===== src/rtl/data_cache.sv =====
// Direct-mapped, write-through, no-write-allocate data cache with one-word lines.
// It sits between the memory stage and data memory and stalls the pipeline on refills and stores.
module data_cache_lane #(
    parameter int W = 8
) (
    input  logic         en,
    input  logic [W-1:0] old_b,
    input  logic [W-1:0] new_b,
    output logic [W-1:0] out_b
);
    assign out_b = en ? new_b : old_b;
endmodule

module data_cache #(
    parameter int DATA_WIDTH = 32,
    parameter int SETS       = 16
) (
    input  logic                  clk,
    input  logic                  rst,
    input  logic                  req_i,
    input  logic                  wr_en_i,
    input  logic [DATA_WIDTH-1:0] addr_i,
    input  logic [DATA_WIDTH-1:0] wr_data_i,
    input  logic [3:0]            byte_en_i,
    output logic [DATA_WIDTH-1:0] rd_data_o,
    output logic                  stall_o,
    output logic                  mem_req_o,
    output logic                  mem_we_o,
    output logic [DATA_WIDTH-1:0] mem_addr_o,
    output logic [DATA_WIDTH-1:0] mem_wdata_o,
    output logic [3:0]            mem_byte_en_o,
    input  logic                  mem_ack_i,
    input  logic [DATA_WIDTH-1:0] mem_rdata_i,
    output logic [31:0]           hit_count_o,
    output logic [31:0]           miss_count_o
);
    localparam int IDX    = $clog2(SETS);
    localparam int TAG_W  = DATA_WIDTH - IDX - 2;
    localparam int LANE_W = DATA_WIDTH / 4;

    typedef enum logic [1:0] {IDLE, REFILL, WRITE, WDONE} state_t;

    state_t state, state_nxt;
    logic   was_refill;

    logic [SETS-1:0]                  valid;
    logic [SETS-1:0][TAG_W-1:0]       tag_mem;
    logic [SETS-1:0][DATA_WIDTH-1:0]  data_mem;

    logic [IDX-1:0]        idx;
    logic [TAG_W-1:0]      tag;
    logic                  hit;
    logic [DATA_WIDTH-1:0] merged;
    logic                  unused_addr;

    assign idx         = addr_i[IDX+1:2];
    assign tag         = addr_i[DATA_WIDTH-1:IDX+2];
    assign hit         = valid[idx] && (tag_mem[idx] == tag);
    assign rd_data_o   = data_mem[idx];
    assign unused_addr = ^addr_i[1:0];

    data_cache_lane #(.W(LANE_W)) u_lane [3:0] (
        .en    (byte_en_i),
        .old_b (data_mem[idx]),
        .new_b (wr_data_i),
        .out_b (merged)
    );

    always_ff @(posedge clk) begin
        if (!rst) state <= IDLE;
        else      state <= state_nxt;
    end

    always_comb begin
        state_nxt = state;
        case (state)
            IDLE: begin
                if (req_i) begin
                    if (wr_en_i)   state_nxt = WRITE;
                    else if (!hit) state_nxt = REFILL;
                end
            end
            REFILL: if (mem_ack_i) state_nxt = IDLE;
            WRITE:  if (mem_ack_i) state_nxt = WDONE;
            WDONE:  state_nxt = IDLE;
            default: state_nxt = IDLE;
        endcase
    end

    always_comb begin
        stall_o = 1'b0;
        case (state)
            IDLE:          stall_o = req_i && (wr_en_i || !hit);
            REFILL, WRITE: stall_o = 1'b1;
            default:       stall_o = 1'b0;
        endcase
    end

    // Control, bus registers and counters; the post-refill retry is not counted as a hit.
    always_ff @(posedge clk) begin
        if (!rst) begin
            valid         <= '0;
            was_refill    <= 1'b0;
            mem_req_o     <= 1'b0;
            mem_we_o      <= 1'b0;
            mem_addr_o    <= '0;
            mem_wdata_o   <= '0;
            mem_byte_en_o <= '0;
            hit_count_o   <= '0;
            miss_count_o  <= '0;
        end else begin
            was_refill <= (state == REFILL);
            case (state)
                IDLE: begin
                    if (req_i) begin
                        if (wr_en_i) begin
                            mem_req_o     <= 1'b1;
                            mem_we_o      <= 1'b1;
                            mem_addr_o    <= {addr_i[DATA_WIDTH-1:2], 2'b00};
                            mem_wdata_o   <= wr_data_i;
                            mem_byte_en_o <= byte_en_i;
                        end else if (!hit) begin
                            mem_req_o     <= 1'b1;
                            mem_we_o      <= 1'b0;
                            mem_addr_o    <= {addr_i[DATA_WIDTH-1:2], 2'b00};
                            mem_byte_en_o <= 4'b1111;
                            miss_count_o  <= miss_count_o + 32'd1;
                        end else if (!was_refill) begin
                            hit_count_o   <= hit_count_o + 32'd1;
                        end
                    end
                end
                REFILL: begin
                    if (mem_ack_i) begin
                        valid[idx] <= 1'b1;
                        mem_req_o  <= 1'b0;
                    end
                end
                WRITE: begin
                    if (mem_ack_i) begin
                        mem_req_o <= 1'b0;
                        mem_we_o  <= 1'b0;
                    end
                end
                default: ;
            endcase
        end
    end

    // Tag/data arrays need no reset: valid bits gate every use.
    always_ff @(posedge clk) begin
        if (rst && mem_ack_i) begin
            if (state == REFILL) begin
                tag_mem[idx]  <= tag;
                data_mem[idx] <= mem_rdata_i;
            end else if (state == WRITE && hit) begin
                data_mem[idx] <= merged;
            end
        end
    end
endmodule

===== config.mk =====
export PLATFORM = sky130hd
export DESIGN_NAME = data_cache
export DESIGN_NICKNAME = d
export VERILOG_FILES = /design/src/rtl/data_cache.sv
export SDC_FILE = /design/constraint.sdc
export NUM_CORES = 1
export LEC_CHECK = 0
export CORE_UTILIZATION = 50
export DETAILED_ROUTE_END_ITERATION = 16
export GPL_ROUTABILITY_DRIVEN = 0
export GPL_TIMING_DRIVEN = 0
export HOLD_SLACK_MARGIN = 0.1
export PLACE_DENSITY_LB_ADDON = 0.1
export SLEW_MARGIN = 20
export SYNTH_ARGS = -nofsm -noshare
export SYNTH_HDL_FRONTEND = slang
export SYNTH_SLANG_ARGS = --single-unit

===== constraint.sdc =====
create_clock -name clk -period 5.49 [get_ports clk]
set_input_delay 0.549 -clock clk [delete_from_list [all_inputs] [get_ports clk]]
set_output_delay 0.549 -clock clk [all_outputs]
set_load 0.005 [all_outputs]

# Word level (Yosys, flattened, before mapping)
# Index checks and enable logic that the tools add are counted.
# totals
register_bits	1081
latchBits	0
ramBits	0
rom_bits	0
in_bits	105
output_inout_bits	167
elab_cells	123
n_memories	0
# classes
n_addsub	2
n_mul	0
div	0
order_cmp	2
eq_ne	10
n_shift	0
n_mux	41
n_bitwise	4
n_reduce_logical	22
# ops
operator	count
512-bit bitwise mux	2
512-bit two-way mux	2
416-bit bitwise mux	1
32-bit binary-select mux with 4-bit select	1
32-bit demux with 4-bit select	1
32-bit two-way mux	4
26-bit binary-select mux with 4-bit select	1
26-bit demux with 4-bit select	1
32-bit by 1-bit adder with 32-bit output, second input constant	2
26-bit two-way mux	2
8-bit two-way mux	4
26-bit equality test	1
16-bit OR	1
4-bit AND reduction	4
2-bit two-way mux	5
1-bit two-way mux	9
4-bit two-way mux	2
2-bit != test, second input constant	4
2-bit case mux with 4 select lines	1
1-bit case mux with 2 select lines	3
2-bit AND reduction	3
3-bit AND reduction	2
2-bit nonzero test	3
1-bit logical AND	5
14 further kinds	17

# Logic depth before layout (Yosys ltp)
# depth
depth_word	8
mapped_depth	16
ltp_nobuf	9

# Cells and area by module
# From an unflattened synthesis, not the netlist that was laid out.
# hier_totals
hier_cells	3013
area_unflattened_um2	45733.9
# modules_own_cells
module	instances	cells_per_inst	area_per_inst_um2	seq_area_each_um2
data_cache	1	2977	45208.4	30889.6
data_cache_lane	4	9	131.4	0.0

# Least setup slack after synthesis
# OpenSTA, ideal clock, no wires.
# synth_path
path_type	input -> register
start	in addr_i[4]
end	reg data_mem[100] (netlist name) (enable)
setup_ns	0.421
arrival_ns	4.558
required_time_ns	5.069
slack_ns	0.511
stages	11
n_path_buf	2
cell_sequence	buf_4 > mux4_2 > mux4_2 > xor2_1 > a211oi_2 > o2111ai_1 > a2111oi_4 > nand2_1 > o31a_1 > clkbuf_1 > nor2_1
# synth_between
elab_chain_cells	7
word_cells_on_any_way	9
classes_between	eq/ne: 1; mux: 4; reduce/logical: 4
# synth_lines
element	line	rtl
start, declared	22	input logic [DATA_WIDTH-1:0] addr_i,
26-bit binary-select mux with 4-bit select	58	assign hit = valid[idx] && (tag_mem[idx] == tag);
26-bit two-way mux (not written as such)	58	
26-bit equality test	58	
1-bit logical AND *	58	
1-bit logical AND *	156	end else if (state == WRITE && hit) begin
2-bit nonzero test (no source line) *	-	
2-bit AND reduction (no source line) *	-	
end signal, assigned by index	155	data_mem[idx] <= mem_rdata_i;
end signal, assigned by index	157	data_mem[idx] <= merged;
end, declared	48	logic [SETS-1:0][DATA_WIDTH-1:0] data_mem;
# Every way passes the cells marked *; elsewhere a longest branch is shown, timed or not. The select of a mux whose other input is x is not followed.
# A chain may end at the register's enable or synchronous reset.

# Final worst setup path
# layout_path
start	reg tag_mem[127] (netlist name)
end	reg data_mem[361] (netlist name) (enable)
# layout_between
elab_chain_cells	7
# layout_lines
element	line	rtl
start, declared	47	logic [SETS-1:0][TAG_W-1:0] tag_mem;
start signal, assigned by index	154	tag_mem[idx] <= tag;
26-bit binary-select mux with 4-bit select	58	
26-bit two-way mux (not written as such)	58	
26-bit equality test	58	
1-bit logical AND	58	
1-bit logical AND	156	
2-bit nonzero test (no source line)	-	
2-bit AND reduction (no source line)	-	
# Every way passes these cells. The select of a mux whose other input is x is not followed.

==> impl_results.md <==
- Crit-path most repeated cell: mux4_2
- Run status: completed
- Top cell type's share of synthesized area: between 60% and 70%
- Die width: between 300 and 400 um
- Skew-Pair Late Insertion Delay: about 0.7 ns
- CP peak stage delay: 0.73 ns
- Syn Inst Count: 2957
- Clock root cell: clkbuf_16
- Synth Cell Area: 0.04526 mm^2
- CTS sink count: 1079
- Hold WS: between 0.3 and 0.4 ns
- Share of layout cells above drive strength 1: 18.42%
- First-pass GRT wire length: 190.2 mm
- CP Launch Type: flip-flop
- Power Dens Cells: 347.1 mW/mm^2
- Final hold vios: 0
- Ys Warns: 0
- Die footprint: 0.09174 mm^2
- Num rows: around 110
- Worst Max-Slew Pin Slew: 1.140 ns
- Inserted Diodes: 0
- Worst hold start: wr_en_i
- Cell taking the most area after synthesis: edfxtp_1
- Clock Skew: 0.03282 ns
- Met3 usage: 6.094%
- Initial Util: around 51%
- Worst EP required: approximately 5.9 ns
- Setup crit end kind: flip-flop
- DR WL/cell: 28.64 um
- Synth async-reset ratio: 0%
- Final Critical Period: 5.359 ns
- VDD IR max: 0.2538 mV
- Worst-path clk slew: ~0.060 ns
- Ports: 272
- Layout fillers: 6676
- Worst endpoint data arrival time: 5.72 ns
- Die Y: between 300 and 400 um
- Critical R2R Launch: tag_mem[127]
- #FFs+latches synth: between 1000 and 1500
- Routed vias/inst: 6.145
- Leakage: 0.01865 uW
- Netlist cell types: 71
- Drc violations: 0
- Core area: 0.08906 mm^2
- Crit Path Max Fanout: 21
- CP cell instances: mux4_2 > mux4_2 > xor2_1 > a211oi_2 > o2111ai_2 > a2111oi_4 > nand2_1 > o31a_1 > clkbuf_2 > nor2_4 > buf_12
- Final Cycle Share: a little over nine tenths
- Vias post-DR: 28510
- WL final: 132.9 mm
- Critical Path Start: tag_mem[127]
- HP Class: in2reg
- CP top delay family: compound AO/OA/AOI/OAI gates
- Rel. slew slack: 24.01%
- Number of port buffers: roughly 260
- Met2 GRT Util: 45.77%
- Slowest cell on the critical path: a2111oi_4
- Max Slew Vio Count: 0
- GRT overflow: 0
- Area delta synth->final: 20.42%
- Synth top area cells: edfxtp_1, mux4_2, dfxtp_1, nor2_1, mux2i_1
- F_max: 186.6 MHz
- Footprint of the multi-input gates: 0.01355 mm^2
- Unrepaired setup endpoints after global routing: false
- Htree depth: 3
- Clk buf depth: 3
- DRT Pass-1 Iters: 5
- NumNets Final: between 3000 and 4000
- Syn_area_per_cell: approximately 15 um^2
- Number of global-route vias before repair: 28000
- Total CTS buffers: around 110
- Dpl cell area: 0.05081 mm^2
- Initial DRC count: 3436
- Final setup fails: 0
- Gr busiest metal: met2
- Post-synth top cells: edfxtp_1, nor2_1, mux4_2, nand2_1, dfxtp_1
- Initial antenna violation count: 5
- Number of buffers and inverters on the critical path: 2
- Fin area: 0.05451 mm^2
- CTS tree: yes
- Max_cap viols: 0
- Crit Path Category: reg2reg
- Sequential share of the synthesized area: 68.24%
- Final ANT Viol Nets: 0
- Register area: 0.03089 mm^2
- Count leader, synth: edfxtp_1
- Finished Core Util: 61.21%
- M1 GR Usage: 40.86%
- GRT Total Usage: 29.06%
- Post-synth EDFFs: 928
- DP HPWL: about 93 mm
- Largest net degree at the start of global routing: 22
- Main synth FF type: edfxtp_1
-- state kept, by name, summed over array words and instances (netlist names) --
signal / count
valid: 16
mem_req_o: 1
state: 2
mem_byte_en_o: 4
tag_mem: 416
hit_count_o: 32
mem_addr_o: 30
mem_wdata_o: 32
miss_count_o: 32
mem_we_o: 1
was_refill: 1
data_mem: 512
-- routing by layer --
metal	share of wire, %	up-vias
met1	40	14670
met5	0.026	-
met3	9.9	226
met2	47	1579
li1	-	12030
met4	2.7	6
-- power by group --
part	total [uW]	internal (uW)	leakage, uW	switching [uW]
clock	7460	4320	0.00173	3140
sequential	9070	9000	0.00975	66.2
combinational	2400	829	0.00716	1570
total	18900	14100	0.0186	4780
-- metrics by stage --
stage / setup TNS (ns) / total power [uW] / std cells / setup WS [ns]
6_report: 0 / 18920 / 4640 / 0.1308
5_1_grt: 0 / 19490 / 4640 / 0.01501
4_1_cts: 0 / 18980 / 4639 / 0.006577
3_5_place_dp: -570.89 / 11620 / 4430 / -1.433
3_3_place_gp: -1814.64 / 11530 / 4381 / -3.097
2_1_floorplan: 0 / 10530 / 2958 / 0.5108
-- logic make-up after synthesis --
group	after synthesis	share of synthesized area [%]
flops	1079	68.24
other cells	1	0.008285
mux	396	16.06
compound gates	211	3.104
buf+inv	245	2.460
simple gates	972	9.047
fa+ha+maj	6	0.1658
xor+xnor	47	0.9094
-- final cells by class --
type	count	area share, %
plain buffers	222	1.956
clock buffers	143	5.443
clock inverters	64	1.132
inverters	23	0.1584
multi-input cells	1634	24.86
flip-flops and latches	1079	56.67
well taps	1165	2.674
repair buffers	310	7.104
-- worst register-to-register path, stage by stage, from the launching register on --
cell and delay [ns]:
edfxtp_1 0.38, mux4_2 0.48, mux4_2 0.48, xor2_1 0.23, a211oi_2 0.38, o2111ai_2 0.22
a2111oi_4 0.73, nand2_1 0.19, o31a_1 0.57, clkbuf_2 0.48, nor2_4 0.60, buf_12 0.28
-- final timing paths --
check                                         to  slack (ns)  cells past startpoint
worst max-delay path               data_mem[361]        0.13                     11
worst min-delay path                    state[1]        0.35                      3
worst max register to register     data_mem[361]        0.13                     11
worst min register to register  mem_byte_en_o[3]        0.44                      2
-- placed cells by master (no fill, tap or decap), types with 6 or more instances in the layout --
cell               n
ha_1               6
nand3_1           61
nand2b_1          55
clkbuf_2          12
bufinv_16         11
o21ai_1           16
o41ai_1            6
buf_2             69
a21o_1            16
buf_6              9
nand2_1          169
clkbuf_8           9
nor2_1           576
clkbuf_16        110
buf_16            37
inv_1             21
clkdlybuf4s50_1  257
a21oi_1           77
buf_12            11
buf_1             12
clkinv_1          20
nor4_1             8
o21ai_0           18
dfxtp_1          151
buf_4             13
and2_1             7
xor2_1             9
mux2i_1          129
o211ai_1          11
clkinv_2          18
nand4_1           13
clkinvlp_4         6
o31ai_1           19
xnor2_1           37
nor2_4            33
mux4_2           264
and3_1            22
edfxtp_1         928
clkbuf_1         128
-- timing repair --
action,CTS,global route
hold buffers,0,0
buffers inserted,2,0
pin swaps,2,2
endpoints found under the setup margin,393,32
resized for setup,9,15
Power figures use the tool's default switching activity.
